File: src/rtl/control_unit_pkg.sv
// -----------------------------------------------------------------------------
// control_unit_pkg
// Shared definitions between the 8051 control unit and the datapath:
//   - RAM access codes driven on RAM_access
//   - ALU operation codes driven on ALU_Opcode
//   - FSM state encodings (plain localparams so legacy code can compare them)
//   - opcode class enum and the decoded-instruction / control-strobe structs
//   - helper functions used by the opcode classifier
// -----------------------------------------------------------------------------
package control_unit_pkg;

   // RAM access codes
   localparam logic [3:0] RAM_IDLE       = 4'd0;
   localparam logic [3:0] RD_RAM_IM      = 4'd1;
   localparam logic [3:0] RD_RAM_DIRECT  = 4'd2;
   localparam logic [3:0] RD_RAM_REG     = 4'd3;
   localparam logic [3:0] RD_RAM_REG_IND = 4'd4;
   localparam logic [3:0] WR_RAM_REG     = 4'd5;
   localparam logic [3:0] WR_RAM_REG_IND = 4'd6;

   // ALU operation codes (ALU_NOP passes the operand through, used by MOV A,src)
   localparam logic [3:0] ALU_NOP  = 4'd0;
   localparam logic [3:0] ALU_ADD  = 4'd1;
   localparam logic [3:0] ALU_SUBB = 4'd2;
   localparam logic [3:0] ALU_ANL  = 4'd3;
   localparam logic [3:0] ALU_ORL  = 4'd4;
   localparam logic [3:0] ALU_INC  = 4'd5;
   localparam logic [3:0] ALU_DEC  = 4'd6;

   // FSM state encodings
   localparam logic [2:0] S_FETCH1 = 3'd0;
   localparam logic [2:0] S_DECODE = 3'd1;
   localparam logic [2:0] S_FETCH2 = 3'd2;
   localparam logic [2:0] S_MEM    = 3'd3;
   localparam logic [2:0] S_EXEC   = 3'd4;
   localparam logic [2:0] S_JUMP   = 3'd5;
   localparam logic [2:0] S_HALT   = 3'd6;

   // Opcode classes: decide where DECODE goes next
   typedef enum logic [2:0] {
      CLS_NOP,       // retire straight from DECODE
      CLS_ACC,       // INC A / DEC A: accumulator only, straight to EXEC
      CLS_RAM,       // Rn / @Ri operand, no second byte
      CLS_TWO_BYTE,  // #imm, direct, or jump: needs FETCH2
      CLS_ILLEGAL
   } op_class_e;

   // Per-instruction information kept from DECODE until the instruction retires
   typedef struct packed {
      logic [3:0] ram_code;
      logic [3:0] alu_code;
      logic       is_jump;
      logic       is_write;
   } exec_info_t;

   typedef struct packed {
      op_class_e  op_class;
      logic       two_byte;
      logic       illegal;
      exec_info_t info;
   } decode_t;

   // Registered control strobes presented to the datapath
   typedef struct packed {
      logic       ir_load;
      logic       pc_load;
      logic       notr_load;
      logic [3:0] ram_access;
      logic       a_load;
      logic [3:0] alu_opcode;
      logic       jmp_load;
      logic       instr_done;
      logic       illegal;
   } ctrl_t;

   localparam exec_info_t INFO_NONE = '{
      ram_code: RAM_IDLE, alu_code: ALU_NOP, is_jump: 1'b0, is_write: 1'b0
   };

   localparam ctrl_t CTRL_IDLE = '{
      ir_load: 1'b0, pc_load: 1'b0, notr_load: 1'b0, ram_access: RAM_IDLE,
      a_load: 1'b0, alu_opcode: ALU_NOP, jmp_load: 1'b0, instr_done: 1'b0,
      illegal: 1'b0
   };

   // Operand source from the low opcode nibble (x4 #imm, x5 direct,
   // x6-x7 @Ri, x8-xF Rn). Returns RAM_IDLE for nibbles 0-3.
   function automatic logic [3:0] src_ram_code(input logic [3:0] lo);
      logic [3:0] code;
      code = RAM_IDLE;
      if (lo[3]) begin
         code = RD_RAM_REG;
      end else begin
         case (lo[2:0])
            3'd4:       code = RD_RAM_IM;
            3'd5:       code = RD_RAM_DIRECT;
            3'd6, 3'd7: code = RD_RAM_REG_IND;
            default:    code = RAM_IDLE;
         endcase
      end
      return code;
   endfunction

   // Arithmetic/logic family from the high nibble: {valid, alu_code}
   function automatic logic [4:0] alu_family(input logic [3:0] hi);
      logic [4:0] fam;
      case (hi)
         4'h2:    fam = {1'b1, ALU_ADD};
         4'h9:    fam = {1'b1, ALU_SUBB};
         4'h4:    fam = {1'b1, ALU_ORL};
         4'h5:    fam = {1'b1, ALU_ANL};
         default: fam = {1'b0, ALU_NOP};
      endcase
      return fam;
   endfunction

endpackage

File: src/rtl/control_unit_opcode_classifier.sv
// -----------------------------------------------------------------------------
// control_unit_opcode_classifier
// Purely combinational decode of the 8051 opcode into the class that steers
// the control FSM plus the RAM access code and ALU code for that instruction.
//
// Ports:
//   opcode_i  in  8         current instruction register
//   decode_o  out decode_t  class, two_byte, illegal, RAM code, ALU code,
//                           jump / write flags
// -----------------------------------------------------------------------------
module control_unit_opcode_classifier
   import control_unit_pkg::*;
(
   input  logic [7:0] opcode_i,
   output decode_t    decode_o
);

   logic [4:0] fam_w;
   logic [3:0] src_w;
   logic       src_two_byte_w;
   logic       mov_a_w;

   op_class_e  cls;
   logic [3:0] ram;
   logic [3:0] alu;
   logic       jmp;
   logic       wr;

   assign fam_w          = alu_family(opcode_i[7:4]);
   assign src_w          = src_ram_code(opcode_i[3:0]);
   // #imm (x4) and direct (x5) carry their operand in a second byte
   assign src_two_byte_w = (opcode_i[3:1] == 3'b010);
   // MOV A,src: 74 (#imm) and E5-EF; E4 is CLR A and stays unsupported
   assign mov_a_w        = (opcode_i == 8'h74) ||
                           ((opcode_i[7:4] == 4'hE) && (opcode_i[3:0] >= 4'h5));

   always_comb begin
      // NOTE: every variable gets a default first so no path through the
      // decode can leave one unassigned and infer a latch.
      cls = CLS_ILLEGAL;
      ram = RAM_IDLE;
      alu = ALU_NOP;
      jmp = 1'b0;
      wr  = 1'b0;

      if (opcode_i == 8'h00) begin
         cls = CLS_NOP;
      end else if (opcode_i == 8'h04) begin
         cls = CLS_ACC;
         alu = ALU_INC;
      end else if (opcode_i == 8'h14) begin
         cls = CLS_ACC;
         alu = ALU_DEC;
      end else if ((opcode_i inside {8'h50, 8'h60, 8'h70}) ||
                   (opcode_i[4:0] == 5'b00001)) begin
         // JNC/JZ/JNZ and AJMP: target byte follows, condition lives in the datapath
         cls = CLS_TWO_BYTE;
         jmp = 1'b1;
      end else if ((fam_w[4] && (src_w != RAM_IDLE)) || mov_a_w) begin
         cls = src_two_byte_w ? CLS_TWO_BYTE : CLS_RAM;
         ram = src_w;
         alu = fam_w[3:0];
      end else if ((opcode_i[7:4] == 4'hF) && (opcode_i[3:0] >= 4'h6)) begin
         // MOV Rn,A (F8-FF) / MOV @Ri,A (F6-F7)
         cls = CLS_RAM;
         wr  = 1'b1;
         ram = opcode_i[3] ? WR_RAM_REG : WR_RAM_REG_IND;
      end
   end

   assign decode_o = '{
      op_class: cls,
      two_byte: (cls == CLS_TWO_BYTE),
      illegal:  (cls == CLS_ILLEGAL),
      info:     '{ram_code: ram, alu_code: alu, is_jump: jmp, is_write: wr}
   };

endmodule

File: src/rtl/control_unit.sv
// -----------------------------------------------------------------------------
// control_unit
// Instruction-sequencing FSM for the 8051 core. Each clock edge that is not
// held executes one FSM step; the strobes that step issues are registered and
// visible to the datapath for the following cycle.
//
// Parameters:
//   RAM_WAIT        extra cycles RAM_access is held in MEM (0..7)
//   ILLEGAL_AS_NOP  1: unsupported opcode retires as NOP, 0: park in HALT
//
// Ports:
//   clock       in   1  core clock, rising edge
//   reset       in   1  asynchronous active-low reset
//   Opcode      in   8  current IR from the datapath
//   hold        in   1  stall request, freezes the FSM
//   IRload      out  1  fetch strobe
//   PCload      out  1  PC increment strobe
//   NotRload    out  1  second-byte fetch (operand into addr1)
//   RAM_access  out  4  RAM access code
//   Aload       out  1  ALU execute / accumulator writeback
//   ALU_Opcode  out  4  ALU operation code
//   JMPload     out  1  jump strobe
//   instr_done  out  1  pulse on the last cycle of each instruction
//   illegal     out  1  pulse on the DECODE cycle of an unsupported opcode
// -----------------------------------------------------------------------------
module control_unit
   import control_unit_pkg::*;
#(
   parameter int unsigned RAM_WAIT       = 0,
   parameter bit          ILLEGAL_AS_NOP = 1'b1
)
(
   input  logic       clock,
   input  logic       reset,
   input  logic [7:0] Opcode,
   input  logic       hold,
   output logic       IRload,
   output logic       PCload,
   output logic       NotRload,
   output logic [3:0] RAM_access,
   output logic       Aload,
   output logic [3:0] ALU_Opcode,
   output logic       JMPload,
   output logic       instr_done,
   output logic       illegal
);

   localparam logic [2:0] WAIT_LAST = 3'(RAM_WAIT);

   logic [2:0] state_q, state_d;
   logic [2:0] cnt_q,   cnt_d;
   exec_info_t info_q,  info_d;
   ctrl_t      ctrl_q,  ctrl_d;
   decode_t    dec_w;

   control_unit_opcode_classifier u_opcode_classifier (
      .opcode_i (Opcode),
      .decode_o (dec_w)
   );

   always_comb begin
      state_d = state_q;
      cnt_d   = cnt_q;
      info_d  = info_q;
      ctrl_d  = CTRL_IDLE;

      // While held nothing advances and every strobe reads idle.
      if (!hold) begin
         case (state_q)
            S_FETCH1: begin
               ctrl_d.ir_load = 1'b1;
               ctrl_d.pc_load = 1'b1;
               state_d        = S_DECODE;
            end

            S_DECODE: begin
               info_d = dec_w.info;
               cnt_d  = '0;
               if (dec_w.illegal) begin
                  ctrl_d.illegal = 1'b1;
                  if (ILLEGAL_AS_NOP) begin
                     ctrl_d.instr_done = 1'b1;
                     state_d           = S_FETCH1;
                  end else begin
                     state_d = S_HALT;
                  end
               end else if (dec_w.op_class == CLS_NOP) begin
                  ctrl_d.instr_done = 1'b1;
                  state_d           = S_FETCH1;
               end else if (dec_w.two_byte) begin
                  state_d = S_FETCH2;
               end else if (dec_w.op_class == CLS_ACC) begin
                  state_d = S_EXEC;
               end else begin
                  state_d = S_MEM;
               end
            end

            S_FETCH2: begin
               ctrl_d.ir_load   = 1'b1;
               ctrl_d.pc_load   = 1'b1;
               ctrl_d.notr_load = 1'b1;
               state_d          = info_q.is_jump ? S_JUMP : S_MEM;
            end

            S_MEM: begin
               ctrl_d.ram_access = info_q.ram_code;
               if (cnt_q == WAIT_LAST) begin
                  cnt_d = '0;
                  if (info_q.is_write) begin
                     ctrl_d.instr_done = 1'b1;
                     state_d           = S_FETCH1;
                  end else begin
                     state_d = S_EXEC;
                  end
               end else begin
                  cnt_d = cnt_q + 3'd1;
               end
            end

            S_EXEC: begin
               ctrl_d.a_load     = 1'b1;
               ctrl_d.alu_opcode = info_q.alu_code;
               ctrl_d.instr_done = 1'b1;
               state_d           = S_FETCH1;
            end

            S_JUMP: begin
               ctrl_d.jmp_load   = 1'b1;
               ctrl_d.instr_done = 1'b1;
               state_d           = S_FETCH1;
            end

            S_HALT: begin
               state_d = S_HALT;
            end

            default: begin
               state_d = S_FETCH1;
            end
         endcase
      end
   end

   always_ff @(posedge clock or negedge reset) begin
      if (!reset) begin
         state_q <= S_FETCH1;
         cnt_q   <= '0;
         info_q  <= INFO_NONE;
         ctrl_q  <= CTRL_IDLE;
      end else begin
         // NOTE: non-blocking assignments so every register samples the
         // pre-edge values regardless of statement order.
         state_q <= state_d;
         cnt_q   <= cnt_d;
         info_q  <= info_d;
         ctrl_q  <= ctrl_d;
      end
   end

   assign IRload     = ctrl_q.ir_load;
   assign PCload     = ctrl_q.pc_load;
   assign NotRload   = ctrl_q.notr_load;
   assign RAM_access = ctrl_q.ram_access;
   assign Aload      = ctrl_q.a_load;
   assign ALU_Opcode = ctrl_q.alu_opcode;
   assign JMPload    = ctrl_q.jmp_load;
   assign instr_done = ctrl_q.instr_done;
   assign illegal    = ctrl_q.illegal;

endmodule

File: config.mk
export PLATFORM = sky130hd
export DESIGN_NAME = control_unit
export DESIGN_NICKNAME = d
export VERILOG_FILES = /design/src/rtl/control_unit_pkg.sv /design/src/rtl/control_unit_opcode_classifier.sv /design/src/rtl/control_unit.sv
export SDC_FILE = /design/constraint.sdc
export NUM_CORES = 1
export LEC_CHECK = 0
export CORE_MARGIN = 4
export CORE_UTILIZATION = 49
export CTS_BUF_LIST = sky130_fd_sc_hd__clkbuf_2 sky130_fd_sc_hd__clkbuf_4 sky130_fd_sc_hd__clkbuf_8
export DETAILED_ROUTE_END_ITERATION = 8
export GPL_ROUTABILITY_DRIVEN = 0
export PLACE_DENSITY = 0.74
export SYNTH_ARGS = -nofsm -noshare
export SYNTH_HDL_FRONTEND = slang
export SYNTH_SLANG_ARGS = --single-unit
File: constraint.sdc
create_clock -name clock -period 2.55 [get_ports clock]
set_input_delay 0.3825 -clock clock [delete_from_list [all_inputs] [get_ports clock]]
set_output_delay 0.3825 -clock clock [all_outputs]
set_load 0.02 [all_outputs]
# Word-level counts from Yosys, hierarchy flattened
# Cells that the tools add are included.
totals:
  regBits: 31
  ramBits: 0
  latch_bits: 0
  wordCells: 121
  output_inout_bits: 15
  rom_bits: 0
  n_memories: 0
classes:
  bitwise_logic: 1
  n_reduce_logical: 19
  n_shift: 0
  n_addsub: 1
  multipliers: 0
  n_eq_ne: 28
  div_mod_pow: 0
  muxes: 55
  n_lt_le_gt_ge: 2
ops:
  columns: ["op", "n"]
  rows:
  - ["two-way mux 4 bit", 13]
  - ["two-way mux 3 bit", 14]
  - ["== test 8 x 7 -> 1 bit (second input constant)", 4]
  - ["== test 3 bit (second input constant)", 8]
  - ["case mux 5 bit (4 select lines)", 1]
  - ["two-way mux 1 bit", 19]
  - ["two-way mux 15 bit", 1]
  - ["case mux 3 bit (5 select lines)", 1]
  - ["== test 3 x 2 -> 1 bit (second input constant)", 4]
  - ["== test 4 bit (second input constant)", 3]
  - ["zero test 3 bit", 3]
  - ["case mux 3 bit (3 select lines)", 1]
  - ["== test 4 x 3 -> 1 bit (second input constant)", 2]
  - ["== test 8 x 3 -> 1 bit (second input constant)", 1]
  - ["== test 8 x 5 -> 1 bit (second input constant)", 1]
  - ["greater-or-equal comparator 4 x 3 -> 1 bit (second input constant)", 2]
  - ["zero test 8 bit", 1]
  - ["== test 3 x 1 -> 1 bit (second input constant)", 2]
  - ["case mux 3 bit (2 select lines)", 1]
  - ["AND reduction 2 bit", 3]
  - ["OR reduction 2 bit", 3]
  - ["== test 5 x 1 -> 1 bit (second input constant)", 1]
  - ["two-way mux 5 bit", 1]
  - ["== test 4 x 2 -> 1 bit (second input constant)", 1]
  - ["10 further kinds", 15]

# Logic depth before layout (Yosys ltp)
# Gate-level depths: netlist of run 1.
depth:
  word_depth: 18
  depth_mapped: 7
  depth_no_buf: 7

# Modules after synthesis
# A second synthesis of run 1 with hierarchy kept.
unflattened:
  hier_cells: 194
  hier_area_um2: 1900.6
by_module_without_submodules:
  columns: ["mod", "seq_area_each_um2", "instances", "cells_per_inst", "area_per_inst_um2"]
  rows:
  - ["control_unit", 750.7, 1, 111, 1331.3]
  - ["control_unit_opcode_classifier", 0.0, 1, 83, 569.3]

# Worst setup path after synthesis of run 1
# OpenSTA, ideal clock, no wires.
synth_path:
  kind: "input -> register"
  startpoint: "in Opcode[3]"
  endpoint: "reg info_q[8] in the netlist's numbering"
  arrival_time_ns: 1.619
  required_ns: 2.484
  stages: 6
  n_path_buf: 1
  slack_ns: 0.866
  setup_ns: 0.066
  path_cell_list: "buf_2 > nor3_2 > mux2_2 > and2_4 > o31ai_1 > a22o_1"
synth_via:
  elab_chain_cells: 9
  word_cells_on_any_way: 25
synth_rtl:
  columns: ["item", "line_no", "source"]
  rows:
  - ["start: declaration", "control_unit.sv:35", "input logic [7:0] Opcode,"]
  - ["greater-or-equal comparator 4 x 3 -> 1 bit or two-way mux 4 bit (tied branches)", "control_unit_opcode_classifier.sv:35, control_unit_pkg.sv:91", null]
  - ["logical AND 1 bit or nonzero test 4 bit (tied branches)", "control_unit_opcode_classifier.sv:35, control_unit_opcode_classifier.sv:59", null]
  - ["logical OR 1 bit or logical AND 1 bit (tied branches)", "control_unit_opcode_classifier.sv:34, control_unit_opcode_classifier.sv:59", null]
  - ["logical OR 1 bit", "control_unit_opcode_classifier.sv:59", "end else if ((fam_w[4] && (src_w != RAM_IDLE)) || mov_a_w) begin"]
  - ["two-way mux 4 bit", "control_unit_opcode_classifier.sv:59", null]
  - ["two-way mux 4 bit", "control_unit_opcode_classifier.sv:54", "end else if ((opcode_i inside {8'h50, 8'h60, 8'h70}) ||"]
  - ["two-way mux 4 bit", "control_unit_opcode_classifier.sv:51", "end else if (opcode_i == 8'h14) begin"]
  - ["two-way mux 4 bit", "control_unit_opcode_classifier.sv:48", "end else if (opcode_i == 8'h04) begin"]
  - ["two-way mux 4 bit *", "control_unit_opcode_classifier.sv:46", "if (opcode_i == 8'h00) begin"]
  - ["end signal: assignment", "control_unit.sv:156", "info_q <= info_d;"]
  - ["end: declaration", "control_unit.sv:52", "exec_info_t info_q, info_d;"]
# Mark *: on every way between the ends. The rest lies on a longest branch, timed or not.
# A chain may end at the register's enable or synchronous reset.

# Worst setup path in the final report of run 1
layout_path:
  startpoint: "in Opcode[7]"
  endpoint: "reg state_q[0]"
layout_via:
  elab_chain_cells: 15
  word_cells_on_any_way: 36
layout_rtl:
  columns: ["item", "line_no", "source"]
  rows:
  - ["== test 4 x 3 -> 1 bit (tied with other cells)", "control_unit_pkg.sv:107", "case (hi)"]
  - ["case mux 5 bit (4 select lines) or logical AND 1 bit (tied branches)", "control_unit_pkg.sv:107, control_unit_opcode_classifier.sv:35", null]
  - ["logical AND 1 bit or logical OR 1 bit (tied branches)", "control_unit_opcode_classifier.sv:59, control_unit_opcode_classifier.sv:34", null]
  - ["logical OR 1 bit", "control_unit_opcode_classifier.sv:59", null]
  - ["two-way mux 3 bit", "control_unit_opcode_classifier.sv:59", null]
  - ["two-way mux 3 bit", "control_unit_opcode_classifier.sv:54", null]
  - ["two-way mux 3 bit", "control_unit_opcode_classifier.sv:51", null]
  - ["two-way mux 3 bit", "control_unit_opcode_classifier.sv:48", null]
  - ["two-way mux 3 bit *", "control_unit_opcode_classifier.sv:46", null]
  - ["== test 3 x 1 -> 1 bit", "control_unit.sv:92", "end else if (dec_w.op_class == CLS_ACC) begin"]
  - ["two-way mux 3 bit", "control_unit.sv:92", null]
  - ["two-way mux 3 bit", "control_unit.sv:90", "end else if (dec_w.two_byte) begin"]
  - ["two-way mux 3 bit", "control_unit.sv:87", "end else if (dec_w.op_class == CLS_NOP) begin"]
  - ["two-way mux 3 bit *", "control_unit.sv:79", "if (dec_w.illegal) begin"]
  - ["case mux 3 bit (5 select lines) *", "control_unit.sv:69", "case (state_q)"]
  - ["end signal: assignment", "control_unit.sv:154", "state_q <= state_d;"]
  - ["end: declaration", "control_unit.sv:50", "logic [2:0] state_q, state_d;"]
# Marks and branches as above.

==> flow_summary.yaml, run 1 <==
outcome:
  status: "complete, no violations"
drt:
  vias_per_cell: 6.02
  drtAntennaViolNets: 0
  finalWirelength_um: 3170
  drc: 0
  vias: 1216
  avgRoutedWirePerCell_um: 15.7
  drtIter0Drc: 67
  firstDrtPassIters: 4
sta:
  skew_ns: 0.00942
  worst_slack_ns: 0.415
  fmax_mhz: 468
  setup-violations-final: 0
  hold_violations: 0
  fin_crit_sh_pct: 83.7
  relSlewSlack_pct: 65.2
  worst_hold_slack_ns: 0.396
  period_minus_slack_ns: 2.14
  tightest_slew_ns: 0.521
  fin_tns_setup_ns: 0
  rsz0062_at_grt: "no"
  maxSlewViolCount: 0
placement:
  hpwlAfterDp_um: 2470
  post_dp_cell_area_mm2: 0.00173
  portBuffers: 23
  pre_cts_ws_ns: 0.0932
logic_synthesis:
  seq_area_frac_synth_pct: 43.0
  synth.avg_cell_area_um2: 9.96
  synth_compound_area_share_pct: 19.2
  synth_top_area_share_pct: 43.0
  synth_top_family_by_area: "simple AND/OR/NAND/NOR gates"
  synth_adder_area_share_pct: 1.65
  synth_flop_cell: "dfrtp_1"
  ys_warn_count: 0
  synth.area.mux_share_pct: 3.14
  synth_area_leader_cell: "dfrtp_1"
  post_synth_xor_area_fraction_pct: 0.579
  async_flop_share_pct: 100
  syn_inst: 152
  netlist_area_mm2: 0.00151
  yosys.area_share.simple_pct: 24.3
  synth_edf_count: 0
  yosysUniqueCellTypes: 50
  synth-seq-cells: 26
  synth.area.top_cells: "dfrtp_1 43%, nor2_1 3.5%, a22o_1 3.5%"
cts:
  numCtsBuffers: 3
  post-cts-setup-buffers: 0
  cts_max_level: 1
  cts_sinks: 26
  cts_tree: "built"
  cts_resized: 0
  clockBufferDepth: 2
  clock_latency_ns: 0.32
  root_buffer: "clkbuf_4"
  hold_buffers: 0
  clk_pin_slew_ns: 0.14
critical_path:
  end_kind: "flip-flop"
  worstPathArrival_ns: 2.35
  critPathSlowestCell: "clkdlybuf4s50_1"
  required_ns: 2.76
  critPathMaxStageDelay_ns: 0.66
  cp_cell_sequence: "clkdlybuf4s50_1, nand4b_4, mux2_4, a211oi_1, nor3_1, a221o_1"
  startpoint_type: "primary input"
  path_max_fanout: 9
  crit_type: "primary input to flip-flop"
global_routing:
  grt_first_pass_wirelength_um: 5400
  grt_max_degree: 27
  grt_pass1_vias: 1196
  antenna_found_initial: 0
  grt_usage_pct: 16.7
  overflow: 0
floorplanning:
  io_pins: 26
  die_area_mm2: 0.00404
  initial_utilization_pct: 53.1
  placementRows: 19
  core-area_mm2: 0.00285
  die_height_um: 63.6
  die_w_um: 63.6
power:
  power_density_mw_per_mm2: 697
  irDropWorstVdd_v: 0.000291
  p_leak_nw: 0.822
hold_path:
  min_path_type: "primary input to async pin"
finish:
  drive_gt1_share_pct: 13.5
  design_area_mm2: 0.00177
  fin_util_pct: 61.9
  synthToLayoutAreaGrowth_pct: 16.7
  regArea_um2: 651
  fillCellCount: 241
  multi_input_area_um2: 747
  antenna_cells: 0
  layout.nets: 185
flow_run:
  cap_violations: 0
layout by cell type (no fill, tap or decap), types with 2 or more instances in the layout:
master	instances
a211oi_1	2
a21oi_1	6
a22o_1	6
and2_1	4
and3_1	3
buf_4	4
clkbuf_4	3
clkdlybuf4s50_1	23
conb_1	2
dfrtp_1	26
ha_1	2
inv_1	9
mux2_2	2
nand2_1	11
nand2b_1	3
nand3_1	5
nand4b_4	2
nor2_1	14
nor3_1	5
o21ai_0	7
o31ai_1	3
per-stage QoR:
stage	total power, mW	std cells
final	1.23	202
after global routing	1.32	202
after CTS	1.24	202
after detailed placement	1.03	198
after global placement	1.01	198
after floorplan	0.884	153
cell usage after synthesis (all sizes together), types with 2 or more instances:
master,n
dfrtp,26
nor2,14
nand2,11
buf,10
inv,9
o21ai,7
a21oi,6
a22o,6
nor3,6
and2,5
nand3,5
nand2b,4
and3,3
clkbuf,3
mux2,3
o31ai,3
a211oi,2
and2b,2
ha,2
nand4b,2
final timing paths:
kind	from	to	slack (ns)	cells after the start
hold reg to reg	info_q[3]$_DFFE_PN0P_	info_q[3]$_DFFE_PN0P_	0.49	2
max in group asynchronous	reset	IRload$_DFF_PN0_	1.91	2
min in group clock	info_q[3]$_DFFE_PN0P_	info_q[3]$_DFFE_PN0P_	0.49	2
setup / recovery	Opcode[7]	state_q[0]$_DFFE_PN0P_	0.41	6
hold / removal	reset	state_q[1]$_DFFE_PN0P_	0.40	2
setup reg to reg	state_q[1]$_DFFE_PN0P_	illegal$_DFF_PN0_	0.92	3
routing by layer:
layer | track usage [%] | routed length [µm]
met3 | 2.31 | 129
met2 | 28.7 | 1680
met5 | 0 | 0
met4 | 10.2 | 58
met1 | 19.5 | 1300
area by class of cell:
class / instances / share of cell area [%]
sequential: 26 / 36.8
multi-input combinational: 105 / 42.3
timing repair buffer: 27 / 14.7
tap: 31 / 2.20
clock buffer: 4 / 2.05
inverter: 9 / 1.91
critical path: cells and delay by family:
kind                   cells  cell delay (ns)
AO/OA/AOI/OAI              2             0.64
AND/OR/NAND/NOR            2             0.38
buffers and inverters      1             0.66
multiplexers               1             0.29
registers in the layout (all words and copies together) (netlist names):
signal / count
illegal: 1
JMPload: 1
RAM_access: 3
state_q: 3
NotRload: 1
Aload: 1
info_q: 8
instr_done: 1
IRload: 1
cnt_q: 3
ALU_Opcode: 3
cells by family (layout without fill, tap and decap cells):
group                      after synthesis  in the layout
xor gates and xnor gates                 1              1
adders and majority gates                2              2
AOI/OAI and AO/OA                       37             37
DFF                                     26             26
other                                    1              2
buffers and inverters                   22             40
and+or+nand+nor                         59             59
muxes                                    4              4
where the power goes:
group | leakage, nW | internal (mW) | total, mW | switching, mW
combinational | 0.446 | 0.204 | 0.437 | 0.233
clock | 0.0210 | 0.0874 | 0.207 | 0.119
sequential | 0.355 | 0.496 | 0.589 | 0.0925
Power figures use the tool's default switching activity.
==> inputs of run 2 (changes only) <==
PLACE_DENSITY = 0.77   (was 0.74)
clock period = 1.8 ns   (was 2.55 ns; I/O delays follow)
==> flow_summary.yaml, run 2 (synthesized netlist as in run 1, its figures left out) <==
outcome:
  status: "complete, no violations"
critical_path:
  required_ns: 2.01
  end_kind: "flip-flop"
  worstPathArrival_ns: 1.97
  critPathMaxStageDelay_ns: 0.39
  critPathSlowestCell: "clkdlybuf4s50_1"
  crit_type: "primary input to flip-flop"
  path_max_fanout: 9
  startpoint_type: "primary input"
  rr_worst_depth: 4
  cp_cell_sequence: "clkdlybuf4s50_1, buf_4, nor3b_2, a311oi_4, nand3_1, a32o_1, a22o_1"
finish:
  antenna_cells: 0
  fillCellCount: 234
  drive_gt1_share_pct: 24.1
  top_register: "info_q"
  synthToLayoutAreaGrowth_pct: 28.9
  fin_util_pct: 68.4
  layout.nets: 209
  mostFrequentLayoutCells: "28 x buf_4, 26 x dfrtp_1, 21 x clkdlybuf4s50_1, 14 x nor2_1, 11 x nand2_1"
  final_common_cell: "buf_4"
  largest_register_ffs: 8
cts:
  clk_pin_slew_ns: 0.13
  post-cts-setup-buffers: 0
  clockBufferDepth: 2
  cts_sinks: 26
  cts_max_level: 1
  cts_resized: 0
  cts_tree: "built"
  root_buffer: "clkbuf_4"
  numCtsBuffers: 3
  clock_latency_ns: 0.31
  hold_buffers: 0
drt:
  firstDrtPassIters: 4
  drc: 0
  finalWirelength_um: 3360
  drtIter0Drc: 69
  vias_per_cell: 5.75
  drtAntennaViolNets: 0
  avgRoutedWirePerCell_um: 14.9
  vias: 1300
placement:
  hpwlAfterDp_um: 2760
  pre_cts_ws_ns: -0.347
  portBuffers: 23
global_routing:
  grt_max_degree: 27
  grt_first_pass_wirelength_um: 5910
  grt_usage_pct: 18.4
  antenna_found_initial: 0
  overflow: 0
  grt_pass1_vias: 1346
floorplanning:
  die_area_mm2: 0.00404
  placementRows: 19
  die_height_um: 63.6
  initial_utilization_pct: 53.1
  core-area_mm2: 0.00285
  die_w_um: 63.6
  io_pins: 26
sta:
  fin_tns_setup_ns: 0
  skew_ns: 0.00255
  worst_hold_slack_ns: 0.306
  fmax_mhz: 569
  hold_violations: 0
  period_minus_slack_ns: 1.76
  setup-violations-final: 0
  worst_slack_ns: 0.0437
  maxSlewViolCount: 0
  fin_crit_sh_pct: 97.6
  rsz0062_at_grt: "no"
flow_run:
  cap_violations: 0
power:
  power_density_mw_per_mm2: 931
  irDropWorstVdd_v: 0.000366
  p_leak_nw: 0.957
hold_path:
  min_path_type: "primary input to async pin"
==> run 2: cell count changes in the layout (fill, tap and decap cells not counted) <==
cell / change
o21ai_1: +1
buf_4: +24
o21ai_0: -1
dlymetal6s2s_1: +2
clkdlybuf4s50_1: -2
==> run 2: power by group <==
part | leakage, nW | internal [mW] | switching, mW | total, mW
Combinational | 0.581 | 0.342 | 0.380 | 0.722
Sequential | 0.355 | 0.704 | 0.107 | 0.810
Clock | 0.0210 | 0.124 | 0.160 | 0.284
==> run 2: final timing paths <==
check | slack (ns) | to | startpoint
worst max-delay path | 0.04 | info_q[6]$_DFFE_PN0P_ | Opcode[6]
max in group asynchronous | 1.25 | state_q[2]$_DFFE_PN0P_ | reset
worst max register to register | 0.14 | state_q[0]$_DFFE_PN0P_ | state_q[0]$_DFFE_PN0P_
worst min register to register | 0.50 | ALU_Opcode[1]$_DFF_PN0_ | info_q[3]$_DFFE_PN0P_
min in group clock | 0.50 | ALU_Opcode[1]$_DFF_PN0_ | info_q[3]$_DFFE_PN0P_
worst min-delay path | 0.31 | Aload$_DFF_PN0_ | reset
==> run 2: stage by stage <==
| step | cell area [µm²] | instances | power (mW) |
|---|---|---|---|
| finish | 1950 | 226 | 1.82 |
| global placement | 1910 | 222 | 1.49 |
| global route | 1950 | 226 | 1.94 |
| floorplan | 1520 | 153 | 1.25 |
| detailed placement | 1910 | 222 | 1.54 |
| CTS | 1950 | 226 | 1.82 |
==> run 2: final cells by class <==
cell class	count	area, µm²	area share, %
tap	31	38.8	1.99
sequential	26	651	33.3
inverter	9	33.8	1.73
multi-input combinational	105	747	38.3
timing repair buffer	51	445	22.8
clock buffer	4	36.3	1.86
==> run 2: metal layers <==
| metal | part of all wire [%] | up-vias | track usage (%) |
|---|---|---|---|
| met4 | 2.5 | 0 | 9.16 |
| li1 | - | 626 | - |
| met5 | 0 | - | 0 |
| met3 | 5.2 | 8 | 2.49 |
| met1 | 37 | 615 | 19.0 |
| met2 | 56 | 51 | 35.6 |
==> run 2: critical path: cells and delay by family <==
family	cells	cell delay, ns
simple gates	2	0.34
buf+inv	2	0.57
compound gates	3	0.80
==> inputs of run 3 (changes only) <==
CORE_ASPECT_RATIO = 0.8   (was default)
==> flow_summary.yaml, run 3 (synthesized netlist as in run 1, its figures left out) <==
outcome:
  status: "complete, no violations"
finish:
  largest_register_ffs: 8
  antenna_cells: 0
  synthToLayoutAreaGrowth_pct: 33.3
  layout.nets: 211
  fin_util_pct: 70.8
  final_common_cell: "buf_4"
  drive_gt1_share_pct: 25.9
  top_register: "info_q"
  mostFrequentLayoutCells: "29 x buf_4, 26 x dfrtp_1, 19 x clkdlybuf4s50_1, 14 x nor2_1, 11 x nand2_1"
floorplanning:
  die_height_um: 57.7
  placementRows: 17
  die_area_mm2: 0.00405
  io_pins: 26
  initial_utilization_pct: 53.1
  die_w_um: 70.1
  core-area_mm2: 0.00285
critical_path:
  worstSetupStartpoint: "Opcode[6]"
  required_ns: 1.96
  r2r_end: "state_q[0]$_DFFE_PN0P_"
  critPathMaxStageDelay_ns: 0.47
  cp_cell_sequence: "clkdlybuf4s50_1, buf_6, nand4b_4, mux2_4, a211oi_1, nor3_1, a221o_1"
  cp.depth: 7
  r2r_slack_ns: 0.19
  startpoint_type: "primary input"
  worstPathArrival_ns: 1.91
  rr_worst_depth: 4
  cp-endpoint: "state_q[0]$_DFFE_PN0P_"
  path_max_fanout: 9
  crit_type: "primary input to flip-flop"
  r2r-start: "state_q[0]$_DFFE_PN0P_"
  cp_top_family: "buffers and inverters"
  critPathSlowestCell: "clkdlybuf4s50_1"
  worstPathBufferInverterCount: 2
  end_kind: "flip-flop"
global_routing:
  grt_pass1_vias: 1282
  antenna_found_initial: 0
  overflow: 0
  grt_first_pass_wirelength_um: 5730
  grt_use_met3_pct: 5.37
  grt_util_met1_pct: 22.1
  use_met2_pct: 30.4
  grt_usage_pct: 17.6
  grt_max_degree: 27
  grt_busiest_layer: "met2"
drt:
  drtIter0Drc: 92
  avgRoutedWirePerCell_um: 14.2
  drc: 0
  drtAntennaViolNets: 0
  finalWirelength_um: 3330
  vias_per_cell: 5.44
  vias: 1279
  firstDrtPassIters: 4
power:
  power.switching_mw: 0.657
  comb_power_share_pct: 35.3
  seqPwrFrac_pct: 41.0
  irDropWorstVdd_v: 0.000737
  p_clk_share_pct: 23.7
  p_leak_nw: 0.984
  swShare_pct: 32.8
  power_density_mw_per_mm2: 993
  p_int_mw: 1.35
sta:
  fmax_mhz: 572
  period_minus_slack_ns: 1.75
  rsz0062_at_grt: "yes"
  fin_tns_setup_ns: 0
  skew_ns: 0.00803
  setup-violations-final: 0
  fin_crit_sh_pct: 97.1
  hold_violations: 0
  maxSlewViolCount: 0
cts:
  clockBufferDepth: 2
  numCtsBuffers: 3
  clk_pin_slew_ns: 0.09
  root_buffer: "clkbuf_8"
  clock_latency_ns: 0.27
  cts_sinks: 26
  cts_max_level: 1
  cts_tree: "built"
  post-cts-setup-buffers: 0
placement:
  portBuffers: 23
  hpwlAfterDp_um: 2580
hold_path:
  min_path_type: "primary input to async pin"
flow_run:
  cap_violations: 0
==> run 3: cell types whose count changed in the layout (fill, tap and decap cells not counted), moves of 2 or more <==
cell / before / now
dlygate4sd2_1: 0 / 3
clkdlybuf4s50_1: 21 / 19
clkbuf_8: 1 / 3
clkbuf_4: 3 / 0
==> run 3: worst min-delay path by stage <==
stage | startpoint | endpoint | slack, ns
floorplan | reset | ALU_Opcode[0]$_DFF_PN0_ | -0.03
global placement | info_q[3]$_DFFE_PN0P_ | info_q[3]$_DFFE_PN0P_ | 0.47
detailed placement | info_q[2]$_DFFE_PN0P_ | info_q[2]$_DFFE_PN0P_ | 0.47
CTS | reset | NotRload$_DFF_PN0_ | 0.37
global route | reset | RAM_access[2]$_DFF_PN0_ | 0.38
finish | reset | cnt_q[2]$_DFFE_PN0P_ | 0.36
==> run 3: timing repair <==
| item | CTS | global route |
|---|---|---|
| cloned | 0 | 0 |
| setup endpoints to repair | 8 | 4 |
| hold buffers | 0 | 0 |
| pin swaps | 0 | 4 |
| resized for setup | 3 | 4 |
==> run 3: stage by stage <==
| stage | cell area [µm²] | cells | total power [mW] | hold slack [ns] | worst slack, ns |
|---|---|---|---|---|---|
| 6_report | 2020 | 235 | 2.00 | 0.355 | 0.0520 |
| 5_1_grt | 2020 | 235 | 2.13 | 0.377 | -0.00616 |
| 4_1_cts | 2000 | 235 | 2.00 | 0.367 | 0.0228 |
| 3_5_place_dp | 1930 | 231 | 1.53 | 0.472 | -0.352 |
| 3_3_place_gp | 1930 | 231 | 1.50 | 0.468 | -0.278 |
| 2_1_floorplan | 1520 | 153 | 1.25 | -0.0256 | 0.228 |
==> run 3: area by class of cell <==
class | count | area (µm²)
clock inverter | 1 | 30.0
tap | 38 | 47.5
timing repair buffer | 53 | 458
fill | 230 | 832
sequential | 26 | 651
multi-input combinational | 105 | 757
clock buffer | 3 | 41.3
inverter | 9 | 33.8
==> run 3: metal layers <==
layer,up-vias,share of wire (%)
li1,621,-
met1,612,46
met2,42,47
met3,4,6.2
met4,0,0.93
met5,-,0
==> run 3: worst reg2reg max path, stage by stage, from the launching register on <==
cell	delay, ns
dfrtp_1	0.55
inv_1	0.17
or4_1	0.54
nor3_1	0.14
a221o_1	0.16
==> run 3: power by group through the flow <==
stage	logic [mW]	clock network (mW)	registers (mW)
floorplan	0.427	0	0.826
finish	0.708	0.475	0.822
CTS	0.696	0.482	0.820
detailed placement	0.695	0	0.831
global route	0.772	0.519	0.836
global placement	0.675	0	0.821
==> RTL edit: new RTL, settings of run 2 <==
Set the parameter `ILLEGAL_AS_NOP` to 1'b0 (it was 1'b1).
--- a/src/rtl/control_unit.sv
+++ b/src/rtl/control_unit.sv
@@ -28,5 +28,5 @@
 #(
    parameter int unsigned RAM_WAIT       = 0,
-   parameter bit          ILLEGAL_AS_NOP = 1'b1
+   parameter bit          ILLEGAL_AS_NOP = 1'b0
 )
 (
Formal check against the unedited RTL: not equivalent (Yosys sat finds a counterexample within 4 cycles, from zero or initial values and one cycle with reset low).
==> RTL edit against run 2 <==
Synthesized area fell by 1.8%; worst setup slack got worse by 0.0045 ns; power rose by 5.4%; cell area rose by 4.0%; sequential cell count did not move; non-clock buffer count rose by 8; first-iteration DRC count fell by 16%; combinational power rose by 20%; wire length rose by 0.48%; critical endpoint is now info_q[3]$_DFFE_PN0P_; largest cell class unchanged.
==> RTL edit: results (changes against run 2) <==
Worst setup path
  • CP peak stage delay: 0.52 ns (+0.13 ns)
  • R2r setup slk: 0.12 ns (-0.02 ns)
  • Worst r2r dst: info_q[3]$_DFFE_PN0P_
  • Crit Path Max Fanout: 7 (-2)
  • CP delay by family, top: simple AND/OR/NAND/NOR gates
  • R2r startpoint: state_q[1]$_DFFE_PN0P_
  • Worst r2r path cells: 5 (+1)
  • Worst EP arrival: 2.03 ns (+0.06 ns)
  • Worst Setup SP: Opcode[4]
  • Slowest-stage cell, CP: or4_1

Cells and area
  • Share of cells above drive strength 1: 25.8% (+1.7 points)
  • Register with the most flip-flops: info_q
  • Final Core Density: 71.7% (+3.3 points)
  • Max reg flops: 8 (unchanged)
  • NumNets Final: 224 (+7.2%)
  • Ant. Diodes: 0 (unchanged)
  • Layout fillers: 201 (-14%)

Place
  • IO buf count: 23 (unchanged)
  • Pre-CTS setup slack: -0.598 ns (-0.251 ns)
  • DP Wirelength: 2.63 mm (-4.9%)
  • # placed instances: 234 (+5.4%)
  • Placement Cell Area: 1960 µm² (+2.6%)

Clock network
  • H-tree levels: 1 (unchanged)
  • Root Buffer: clkbuf_4
  • Deepest clock path buffer count: 2 (unchanged)
  • Worst-Skew Late Latency: 0.31 ns (about the same)
  • Num CTS Buffers: 3 (unchanged)

Global route
  • GRT Overall Usage: 18.2% (-0.21 points)
  • First-pass GRT wire length: 5.87 mm (-0.81%)
  • Initial antenna violation count: 0 (unchanged)
  • Largest net degree at the start of global routing: 27 (unchanged)

Yosys
  • Post-Syn Area per Cell: 9.23 µm² (-7.3%)
  • Synth cell types: 53 (+6.0%)
  • Top post-synthesis cells by count: dfrtp_1, nand2_1, nor2_1, o21ai_0, clkbuf_1
  • Yosys warning count: 0 (unchanged)
  • Part of the Yosys area used for sequential elements: 43.8% (+0.80 points)
  • Top cells by area, synth: dfrtp_1, nand2_1, o21ai_0

Detailed routing
  • DR iter-0 viols: 58 (-16%)
  • WL final: 3.38 mm (+0.48%)
  • Vias: 1387 (+6.7%)
  • DRT Pass-1 Iters: 4 (unchanged)
  • DR WL/cell: 14.1 µm (-5.4%)

Hold path
  • Tightest Hold Check Type: input port to asynchronous set/reset pin

STA
  • Setup Skew: 0.00340 ns (+0.000848 ns)
  • # setup viols final: 0 (unchanged)
  • Relative max-transition margin: 66.1%

Outcome
  • Status: finished clean

Pwr
  • Pleak: 0.000939 µW (-1.9%)
  • Worst vdd ir: 0.000378 V (+3.2%)
[RTL edit: cell types whose count changed after synthesis, moves of 3 or more]
cell / run 2 / this run
nand2_1: 11 / 18
a22o_1: 6 / 1
clkbuf_1: 3 / 8
inv_1: 9 / 5
nor2_1: 14 / 10
a21oi_1: 6 / 3
nand2b_1: 3 / 6
nand3b_1: 0 / 3
nor2b_1: 0 / 3
o21ai_0: 7 / 10
[RTL edit: cells by family after synthesis]
family,Yosys count,share of synthesized area [%]
buf+inv,20,6.99
flops,26,43.8
other cells,1,0.252
fa+ha+maj,2,1.68
compound gates,37,18.1
mux,1,0.673
simple gates,74,28.5
[RTL edit: area by class of cell]
class | count | share of cell area, %
tap | 31 | 1.91
multi-input combinational | 116 | 39.6
inverter | 5 | 0.925
timing repair buffer | 59 | 24.4
sequential | 26 | 32.1
clock buffer | 3 | 1.11
[RTL edit: how the worst max path moves through the flow]
stage	endpoint	slack [ns]	depth (start not counted)
2_1_floorplan	info_q[2]$_DFFE_PN0P_	-0.01	7
3_3_place_gp	info_q[2]$_DFFE_PN0P_	-0.53	7
3_5_place_dp	info_q[2]$_DFFE_PN0P_	-0.60	7
4_1_cts	info_q[8]$_DFFE_PN0P_	0.001	5
5_1_grt	state_q[2]$_DFFE_PN0P_	-0.002	7
6_report	info_q[3]$_DFFE_PN0P_	0.04	6
[RTL edit: layer usage]
metal	routed length [µm]	global-route usage, %	vias up
li1	-	-	671
met1	1330	19.0	661
met2	1820	36.1	47
met3	164	1.78	8
met4	69	7.99	0
met5	0	0	-
[RTL edit: stage by stage]
stage	setup TNS (ns)	hold WS [ns]
floorplan	-0.0133	-0.0256
global placement	-4.36	0.463
detailed placement	-5.05	0.463
CTS	0	0.298
global route	-0.00184	0.314
finish	0	0.296
[RTL edit: power by group]
part	internal (µW)	total [µW]	leakage, µW	switching (µW)
registers	735	811	0.000346	75.3
clock network	78.4	236	0.0000138	158
logic	405	868	0.000579	463
[RTL edit: what timing repair did]
item                       in CTS  in global routing
setup buffers                   0                  3
gates resized for setup        14                  5
pin swaps                       2                  3
hold endpoints to repair        0                  0
setup endpoints to repair       9                  7
